==> config.mk <==
export PLATFORM = sky130hd
export DESIGN_NAME = gain_interp_flat
export DESIGN_NICKNAME = d
export VERILOG_FILES = /design/src/rtl/gain_interp_pkg.sv /design/src/rtl/gain_interp_if.sv /design/src/rtl/gain_interp_mac.sv /design/src/rtl/gain_interp.sv /design/src/flat_wrapper.sv
export SDC_FILE = /design/constraint.sdc
export NUM_CORES = 2
export LEC_CHECK = 0
export CORE_MARGIN = 1.5
export CORE_UTILIZATION = 59
export CTS_CLUSTER_DIAMETER = 120
export DETAILED_ROUTE_END_ITERATION = 7
export MAX_ROUTING_LAYER = met4
export PLACE_DENSITY = 0.8
export SLEW_MARGIN = 25
export SYNTH_ARGS = -nofsm -noshare
export SYNTH_HDL_FRONTEND = slang
export SYNTH_HIERARCHICAL = 1
export SYNTH_SLANG_ARGS = --single-unit
==> constraint.sdc <==
create_clock -name clk -period 20.3 [get_ports clk]
set_input_delay 2.03 -clock clk [delete_from_list [all_inputs] [get_ports clk]]
set_output_delay 2.03 -clock clk [all_outputs]
set_load 0.02 [all_outputs]
==> src/rtl/gain_interp_pkg.sv <==
// Shared constants, band table and helpers for the per-bin gain interpolator.
package gain_interp_pkg;

    localparam int GAIN_W      = 16;
    localparam int NB_BANDS    = 22;
    localparam int FRAME_BINS  = 481;
    localparam int INTERP_BINS = 400;
    localparam int BIN_W       = 9;
    localparam int BAND_W      = 5;
    localparam int SPAN_W      = 7;
    localparam int SUM_W       = 22;
    localparam int RECIP_W     = 17;
    localparam int PROD_W      = 40;

    localparam logic [GAIN_W-1:0] GAIN_ONE = 16'h8000;

    // Band edges in bins; band b covers [edge[b], edge[b+1]).
    localparam logic [BIN_W-1:0] BAND_EDGE [NB_BANDS] = '{
        9'd0,   9'd4,   9'd8,   9'd12,  9'd16,  9'd20,  9'd24,  9'd28,
        9'd32,  9'd40,  9'd48,  9'd56,  9'd64,  9'd80,  9'd96,  9'd112,
        9'd136, 9'd160, 9'd192, 9'd240, 9'd312, 9'd400
    };

    // round(2^18 / span) for each interpolating band.
    localparam logic [RECIP_W-1:0] BAND_RECIP [NB_BANDS-1] = '{
        17'd65536, 17'd65536, 17'd65536, 17'd65536,
        17'd65536, 17'd65536, 17'd65536, 17'd65536,
        17'd32768, 17'd32768, 17'd32768, 17'd32768,
        17'd16384, 17'd16384, 17'd16384,
        17'd10923, 17'd10923,
        17'd8192,  17'd5461,  17'd3641,  17'd2979
    };

    typedef enum logic [1:0] {
        IDLE   = 2'd0,
        INTERP = 2'd1,
        ZERO   = 2'd2
    } state_t;

    function automatic logic [SPAN_W-1:0] band_span(input logic [BAND_W-1:0] b);
        return SPAN_W'(BAND_EDGE[b + 5'd1] - BAND_EDGE[b]);
    endfunction

    function automatic logic [GAIN_W-1:0] clamp_gain(input logic [GAIN_W-1:0] g);
        return (g > GAIN_ONE) ? GAIN_ONE : g;
    endfunction

endpackage

==> src/rtl/gain_interp_if.sv <==
// Frame-in / bin-out handshake bundle of the gain interpolator.
interface gain_interp_if;
    import gain_interp_pkg::*;

    logic                         gains_valid;
    logic                         gains_ready;
    logic [NB_BANDS*GAIN_W-1:0]   gains_in;
    logic                         bin_valid;
    logic                         bin_ready;
    logic [BIN_W-1:0]             bin_idx;
    logic [GAIN_W-1:0]            bin_gain;
    logic                         frame_done;

    modport slave (
        input  gains_valid, gains_in, bin_ready,
        output gains_ready, bin_valid, bin_idx, bin_gain, frame_done
    );

    modport master (
        output gains_valid, gains_in, bin_ready,
        input  gains_ready, bin_valid, bin_idx, bin_gain, frame_done
    );

endinterface

==> src/rtl/gain_interp_mac.sv <==
// Weighted-sum register stage followed by reciprocal multiply, round and saturate.
// The output is a pure function of the registered sum/reciprocal pair.
module gain_interp_mac
    import gain_interp_pkg::*;
(
    input  logic              clk,
    input  logic              rst_n,
    input  logic              en,
    input  logic              zero,
    input  logic [BAND_W-1:0] band,
    input  logic [SPAN_W-1:0] j,
    input  logic [GAIN_W-1:0] g_lo,
    input  logic [GAIN_W-1:0] g_hi,
    output logic [GAIN_W-1:0] gain
);

    logic [SPAN_W-1:0]  span_s;
    logic [SPAN_W-1:0]  w_lo_s;
    logic [SUM_W-1:0]   sum_s;
    logic [SUM_W-1:0]   sum_r;
    logic [RECIP_W-1:0] recip_r;
    logic [PROD_W-1:0]  prod_s;
    logic [PROD_W-1:0]  rnd_s;
    logic [SUM_W-1:0]   q_s;

    // Weighted sum of the two band-edge gains for the current bin.
    always_comb begin
        span_s = band_span(band);
        w_lo_s = span_s - j;
        sum_s  = {{(SUM_W-GAIN_W){1'b0}}, g_lo} * {{(SUM_W-SPAN_W){1'b0}}, w_lo_s}
               + {{(SUM_W-GAIN_W){1'b0}}, g_hi} * {{(SUM_W-SPAN_W){1'b0}}, j};
    end

    // Pipeline register; zero bins carry a zero sum so the product is zero.
    always_ff @(posedge clk or negedge rst_n) begin
        if (!rst_n) begin
            sum_r   <= {SUM_W{1'b0}};
            recip_r <= {RECIP_W{1'b0}};
        end else if (en) begin
            if (zero) begin
                sum_r   <= {SUM_W{1'b0}};
                recip_r <= {RECIP_W{1'b0}};
            end else begin
                sum_r   <= sum_s;
                recip_r <= BAND_RECIP[band];
            end
        end
    end

    // Divide by span via reciprocal, round half up, saturate to 1.0.
    always_comb begin
        prod_s = {{(PROD_W-SUM_W){1'b0}}, sum_r} * {{(PROD_W-RECIP_W){1'b0}}, recip_r};
        rnd_s  = prod_s + 40'd131072;
        q_s    = SUM_W'(rnd_s >> 6'd18);
        gain   = (q_s > 22'd32768) ? GAIN_ONE : q_s[GAIN_W-1:0];
    end

endmodule

==> src/rtl/gain_interp.sv <==
// Expands 22 band gains into 481 bin gains streamed over valid/ready.
// Optional input clamping of band gains above 1.0: define GAIN_INTERP_CLAMP_EN.
module gain_interp
    import gain_interp_pkg::*;
(
    input  logic          clk,
    input  logic          rst_n,
    gain_interp_if.slave  bus
);

    state_t             state_r, state_s;
    logic [BAND_W-1:0]  band_r, band_s, band_nx_s;
    logic [SPAN_W-1:0]  j_r, j_s, span_s;
    logic [BIN_W-1:0]   gen_idx_r, gen_idx_s;
    logic [BIN_W-1:0]   bin_idx_r;
    logic               bin_valid_r;
    logic               gains_ready_r;
    logic [GAIN_W-1:0]  gain_r [NB_BANDS];
    logic [GAIN_W-1:0]  bin_gain_s;
    logic               adv_s, accept_s, done_s, gen_valid_s;

    function automatic logic [GAIN_W-1:0] capture_gain(input logic [GAIN_W-1:0] g);
`ifdef GAIN_INTERP_CLAMP_EN
        return clamp_gain(g);
`else
        return g;
`endif
    endfunction

    // Whole pipeline advances only when the output slot is empty or being taken.
    assign adv_s       = !bin_valid_r || bus.bin_ready;
    assign accept_s    = bus.gains_valid && gains_ready_r;
    assign done_s      = bin_valid_r && bus.bin_ready && (bin_idx_r == BIN_W'(FRAME_BINS-1));
    assign gen_valid_s = (state_r == INTERP) ||
                         ((state_r == ZERO) && (gen_idx_r < BIN_W'(FRAME_BINS)));
    assign band_nx_s   = band_r + 5'd1;
    assign span_s      = band_span(band_r);

    // Next-state and bin-generator counter logic.
    always_comb begin
        state_s   = state_r;
        band_s    = band_r;
        j_s       = j_r;
        gen_idx_s = gen_idx_r;
        case (state_r)
            IDLE: begin
                if (accept_s) begin
                    state_s   = INTERP;
                    band_s    = {BAND_W{1'b0}};
                    j_s       = {SPAN_W{1'b0}};
                    gen_idx_s = {BIN_W{1'b0}};
                end else begin
                    state_s = IDLE;
                end
            end
            INTERP: begin
                if (adv_s) begin
                    gen_idx_s = gen_idx_r + 9'd1;
                    if (j_r == span_s - 7'd1) begin
                        j_s = {SPAN_W{1'b0}};
                        if (band_r == BAND_W'(NB_BANDS-2)) begin
                            state_s = ZERO;
                        end else begin
                            band_s = band_nx_s;
                        end
                    end else begin
                        j_s = j_r + 7'd1;
                    end
                end else begin
                    state_s = INTERP;
                end
            end
            ZERO: begin
                if (done_s) begin
                    state_s = IDLE;
                end else if (adv_s && gen_valid_s) begin
                    gen_idx_s = gen_idx_r + 9'd1;
                end else begin
                    state_s = ZERO;
                end
            end
            default: begin
                state_s = IDLE;
            end
        endcase
    end

    // State, counters and frame-acceptance flag.
    always_ff @(posedge clk or negedge rst_n) begin
        if (!rst_n) begin
            state_r       <= IDLE;
            band_r        <= {BAND_W{1'b0}};
            j_r           <= {SPAN_W{1'b0}};
            gen_idx_r     <= {BIN_W{1'b0}};
            gains_ready_r <= 1'b1;
        end else begin
            state_r       <= state_s;
            band_r        <= band_s;
            j_r           <= j_s;
            gen_idx_r     <= gen_idx_s;
            gains_ready_r <= (state_s == IDLE);
        end
    end

    // Band gain register file, loaded once per accepted frame.
    always_ff @(posedge clk or negedge rst_n) begin
        if (!rst_n) begin
            for (int k = 0; k < NB_BANDS; k++) begin
                gain_r[k] <= {GAIN_W{1'b0}};
            end
        end else if (accept_s) begin
            for (int k = 0; k < NB_BANDS; k++) begin
                gain_r[k] <= capture_gain(bus.gains_in[k*GAIN_W +: GAIN_W]);
            end
        end
    end

    // Output valid/index register, aligned with the MAC pipeline register.
    always_ff @(posedge clk or negedge rst_n) begin
        if (!rst_n) begin
            bin_valid_r <= 1'b0;
            bin_idx_r   <= {BIN_W{1'b0}};
        end else if (adv_s) begin
            bin_valid_r <= gen_valid_s;
            if (gen_valid_s) begin
                bin_idx_r <= gen_idx_r;
            end
        end
    end

    gain_interp_mac u_mac (
        .clk   (clk),
        .rst_n (rst_n),
        .en    (adv_s),
        .zero  (state_r != INTERP),
        .band  (band_r),
        .j     (j_r),
        .g_lo  (gain_r[band_r]),
        .g_hi  (gain_r[band_nx_s]),
        .gain  (bin_gain_s)
    );

    assign bus.gains_ready = gains_ready_r;
    assign bus.bin_valid   = bin_valid_r;
    assign bus.bin_idx     = bin_idx_r;
    assign bus.bin_gain    = bin_gain_s;
    assign bus.frame_done  = done_s;

endmodule
==> src/flat_wrapper.sv <==
// flat-port wrapper written by rule: the top's interface ports become plain ports
module gain_interp_flat import gain_interp_pkg::*;
  (clk, rst_n, bus_gains_valid, bus_gains_in, bus_bin_ready, bus_gains_ready, bus_bin_valid, bus_bin_idx, bus_bin_gain, bus_frame_done);
  gain_interp_if bus_i ();
  input  logic clk;
  input  logic rst_n;
  input wire logic [$bits(bus_i.gains_valid)-1:0] bus_gains_valid;
  input wire logic [$bits(bus_i.gains_in)-1:0] bus_gains_in;
  input wire logic [$bits(bus_i.bin_ready)-1:0] bus_bin_ready;
  output wire logic [$bits(bus_i.gains_ready)-1:0] bus_gains_ready;
  output wire logic [$bits(bus_i.bin_valid)-1:0] bus_bin_valid;
  output wire logic [$bits(bus_i.bin_idx)-1:0] bus_bin_idx;
  output wire logic [$bits(bus_i.bin_gain)-1:0] bus_bin_gain;
  output wire logic [$bits(bus_i.frame_done)-1:0] bus_frame_done;
  assign bus_i.gains_valid = bus_gains_valid;
  assign bus_i.gains_in = bus_gains_in;
  assign bus_i.bin_ready = bus_bin_ready;
  assign bus_gains_ready = bus_i.gains_ready;
  assign bus_bin_valid = bus_i.bin_valid;
  assign bus_bin_idx = bus_i.bin_idx;
  assign bus_bin_gain = bus_i.bin_gain;
  assign bus_frame_done = bus_i.frame_done;
  gain_interp u_core (.clk(clk), .rst_n(rst_n), .bus(bus_i));
endmodule
==> key figures <==
Run status
  – Outcome: completed

Clock network
  – Post-CTS setup buffer count: 0
  – Total CTS buffers: 43
  – Clock Latency Late Sink: a little under 0.6 ns
  – CTS tree: yes
  – # hold bufs at CTS: 0
  – H-tree level count: 2
  – Clock-pin slew on the worst setup and hold paths: approximately 0.06 ns
  – Post-CTS resize count: 0
  – Clk sink count: roughly 420
  – Clock root cell: clkbuf_16
  – Clock Path Buffers: 3

Layout
  – Layout cells sized above 1: 0.1785
  – Post-layout nets: 5078
  – P&R area growth vs syn: 14.23%
  – Final Cell Area: 48010 um^2
  – # fillers: slightly above 5k
  – Register area: approximately 10000 um^2
  – Multi-input logic area: approximately 28000 um^2
  – Non-Filler Instances: about 5k

Place
  – GP Congestion: around 1
  – Placed cell count: 4916
  – Pre-CTS setup slack: 9.954 ns
  – I/O Buffers: approximately 380
  – Post-DP HPWL: about 96 mm
  – Placed Area: about 46000 um^2

Floorplanning
  – Die Y: 269.9 um
  – DIE AREA: 72850 um^2
  – Die W: approximately 270 um
  – Number of top-level pins: between 300 and 400
  – Initial Utilization: 0.5981
  – Cell Rows: 97
  – Core ar.: between 70000 and 80000 um^2

Yosys
  – Post-synthesis net count: approximately 4.8k
  – Mux contribution to synthesized area: 0.2063
  – Main combinational cell family by area after synthesis: adder cells
  – Cells after Synth: between 3k and 4k
  – Post-synthesis register bit count: approximately 420
  – Synth cell count leaders: inv_1, fa_1, dfrtp_1, mux2_2, nand2_1
  – Yosys top cell area share: 0.2489
  – Synth Area in XOR/XNOR: 0.01137
  – Asr flop ratio synth: 1.000
  – Top FF cell, synth: dfrtp_1
  – Sequential fraction of the synthesis area: 0.2495
  – Area leader, netlist: dfrtp_1
  – EDFF count, synth: 0
  – Synth unique cells: approximately 100
  – Cell area after synthesis: 42030 um^2
  – Post-Synth Adder-Cell Area: 0.2936
  – Cell with the most instances after synthesis: inv_1
  – Compound-Gate Fraction of Synth Area: 0.06722
  – Mean Syn Cell Area: 11.16 um^2
  – Yosys warns: 6
  – Synth top area cells: dfrtp_1, fa_1, mux2_2
  – Area share of and/or/nand/nor cells after synthesis: 0.09422

Global route
  – M3 GR Usage: 0.05432
  – Largest net degree at the start of global routing: between 150 and 200
  – All-layer global routing usage: 0.3477
  – Initial antenna violation count: 30
  – Met2 Usage GRT: 0.5451
  – GRT overflow: 0
  – First-pass GRT wire length: around 190 mm
  – Number of global-route vias before repair: roughly 32k
  – GR Layer Usage met1: 0.4395
  – Busiest layer in global routing: met2

STA
  – PnR worst setup slack: 9.339 ns
  – Worst Tran Pin Value: approximately 1.1 ns
  – Setup TNS: 0 ns
  – Final hold violation count: 0
  – Tcrit/Tclk final: 0.5400
  – Final Slew Violations: 0
  – Layout Skew: about 0.014 ns
  – Fin crit period: 10.96 ns
  – Slew HR: 0.2913
  – Max Freq: 91.23 MHz
  – WHS: about 0.52 ns
  – Setup Viol. Count Final: 0
  – RSZ-0062 raised after global routing: false

Routing
  – Remaining DRCs: 0
  – DR vias/cell: 6.113
  – Drt total wl: approximately 120 mm
  – Vias post-DR: a little over 30k
  – Antenna-violating nets left: 0
  – Drt wl/cell: 24.22 um
  – Initial drt markers: 2856
  – Initial DRT Pass Iterations: 8

Worst setup path
  – CP required: around 18 ns
  – Critical path peak fanout: 23
  – Crit path DAT: just under 9 ns
  – CP endpoint kind: output port
  – Worst Path Class, Setup: register to output port
  – Startpoint Class: register

Power and ir drop
  – Leak pwr: ~21 nW
  – Internal power: 0.004133 W
  – Pwr Density: ~160 nW/um^2
  – Switching pwr: approximately 0.0037 W
  – Max IR drop VDD: between 0.2 and 0.3 mV
  – Clock Power Share: 0.103
  – Sw frac: 0.4701
  – Logic pwr share: 0.689
  – Sequential Power Share: 0.207

Worst hold path
  – Hold WC Path Type: register to register

Run
  – # Max-Cap Violations: 0
metrics by stage:
step	util	total power (W)
after global placement	0.6616	0.006665
after floorplan	-	0.005464
after CTS	0.6816	0.007719
final	0.6832	0.007800
after global routing	0.6832	0.008461
after detailed placement	0.6616	0.006826
routing by layer:
| layer | routed length, um | vias to the layer above |
|---|---|---|
| met3 | 9260 | 329 |
| met2 | 58760 | 1446 |
| met1 | 46210 | 15800 |
| li1 | - | 13140 |
| met4 | 7502 | 0 |
| met5 | 0 | - |
final timing paths:
path,start,end,slack [ns],cells after the start
max in group asynchronous,rst_n,u_core/gain_r[18],16.42,4
min in group asynchronous,rst_n,u_core/bus.bin_idx[6],1.51,1
worst max-delay path,u_core/u_mac/recip_r[10],bus_bin_gain[4],9.34,23
worst min-delay path,u_core/gain_r[307],u_core/gain_r[307],0.52,1
worst min register to register,u_core/gain_r[307],u_core/gain_r[307],0.52,1
worst max register to register,u_core/band_r[1],u_core/u_mac/sum_r[19],9.72,34
flip-flops by register name, summed over array words and instances, names as in the netlist:
signal                  count
u_core/state_r              2
u_core/bus.bin_valid        1
u_core/gain_r             352
u_core/u_mac/sum_r         22
u_core/gen_idx_r            9
u_core/band_r               5
u_core/bus.gains_ready      1
u_core/bus.bin_idx          9
u_core/u_mac/recip_r       11
u_core/j_r                  7
cell families (layout without fill, tap and decap cells):
family / Yosys count / count (layout)
flops: 419 / 419
other cells: 0 / 29
simple gates: 772 / 772
mux: 591 / 591
compound gates: 384 / 384
xor+xnor: 53 / 53
buf+inv: 846 / 1137
fa+ha+maj: 700 / 700
critical path, stage by stage, from the launching register on:
cell and delay (ns):
dfrtp_1 0.92, nand2_1 0.27, fa_1 0.57, inv_1 0.06, fa_1 0.52, inv_1 0.05, fa_1 0.51, inv_1 0.06
fa_1 0.54, inv_1 0.05, fa_1 0.48, inv_1 0.05, fa_1 0.43, ha_1 0.51, nand2_1 0.12, o21bai_1 0.39
a221oi_1 0.18, o211a_1 0.23, o31a_1 0.18, o311a_1 0.39, a2111oi_4 0.45, nand2_2 0.31, a2111oi_1 0.36, clkdlybuf4s50_1 0.67
cells in the final DEF, fill, tap and decap left out, types with 43 or more instances in the layout:
cell	instances
a21oi_1	62
and2_1	237
clkbuf_16	43
clkdlybuf4s50_1	382
dfrtp_1	415
fa_1	477
ha_1	221
inv_1	643
mux2_2	383
mux4_2	182
nand2_1	297
nor2_1	62
o21ai_0	48
layout make-up:
type                       instances  share of cell area
multi-input combinational       2500              0.5899
sequential                       419              0.2186
timing repair buffer             414             0.08582
inverter                         644             0.05035
clock buffer                      64             0.02593
tap                              940             0.02450
clock inverter                    15            0.003336
antenna                           29            0.001512
power by group through the flow:
stage | clock network, W | registers [W] | logic (W)
after floorplan | 0 | 0.00141 | 0.00406
after global placement | 0 | 0.00157 | 0.00510
after detailed placement | 0 | 0.00160 | 0.00523
after CTS | 0.000815 | 0.00160 | 0.00531
after global routing | 0.000845 | 0.00166 | 0.00596
final | 0.000805 | 0.00162 | 0.00538
Note: power is estimated with default switching activity, not from simulation.
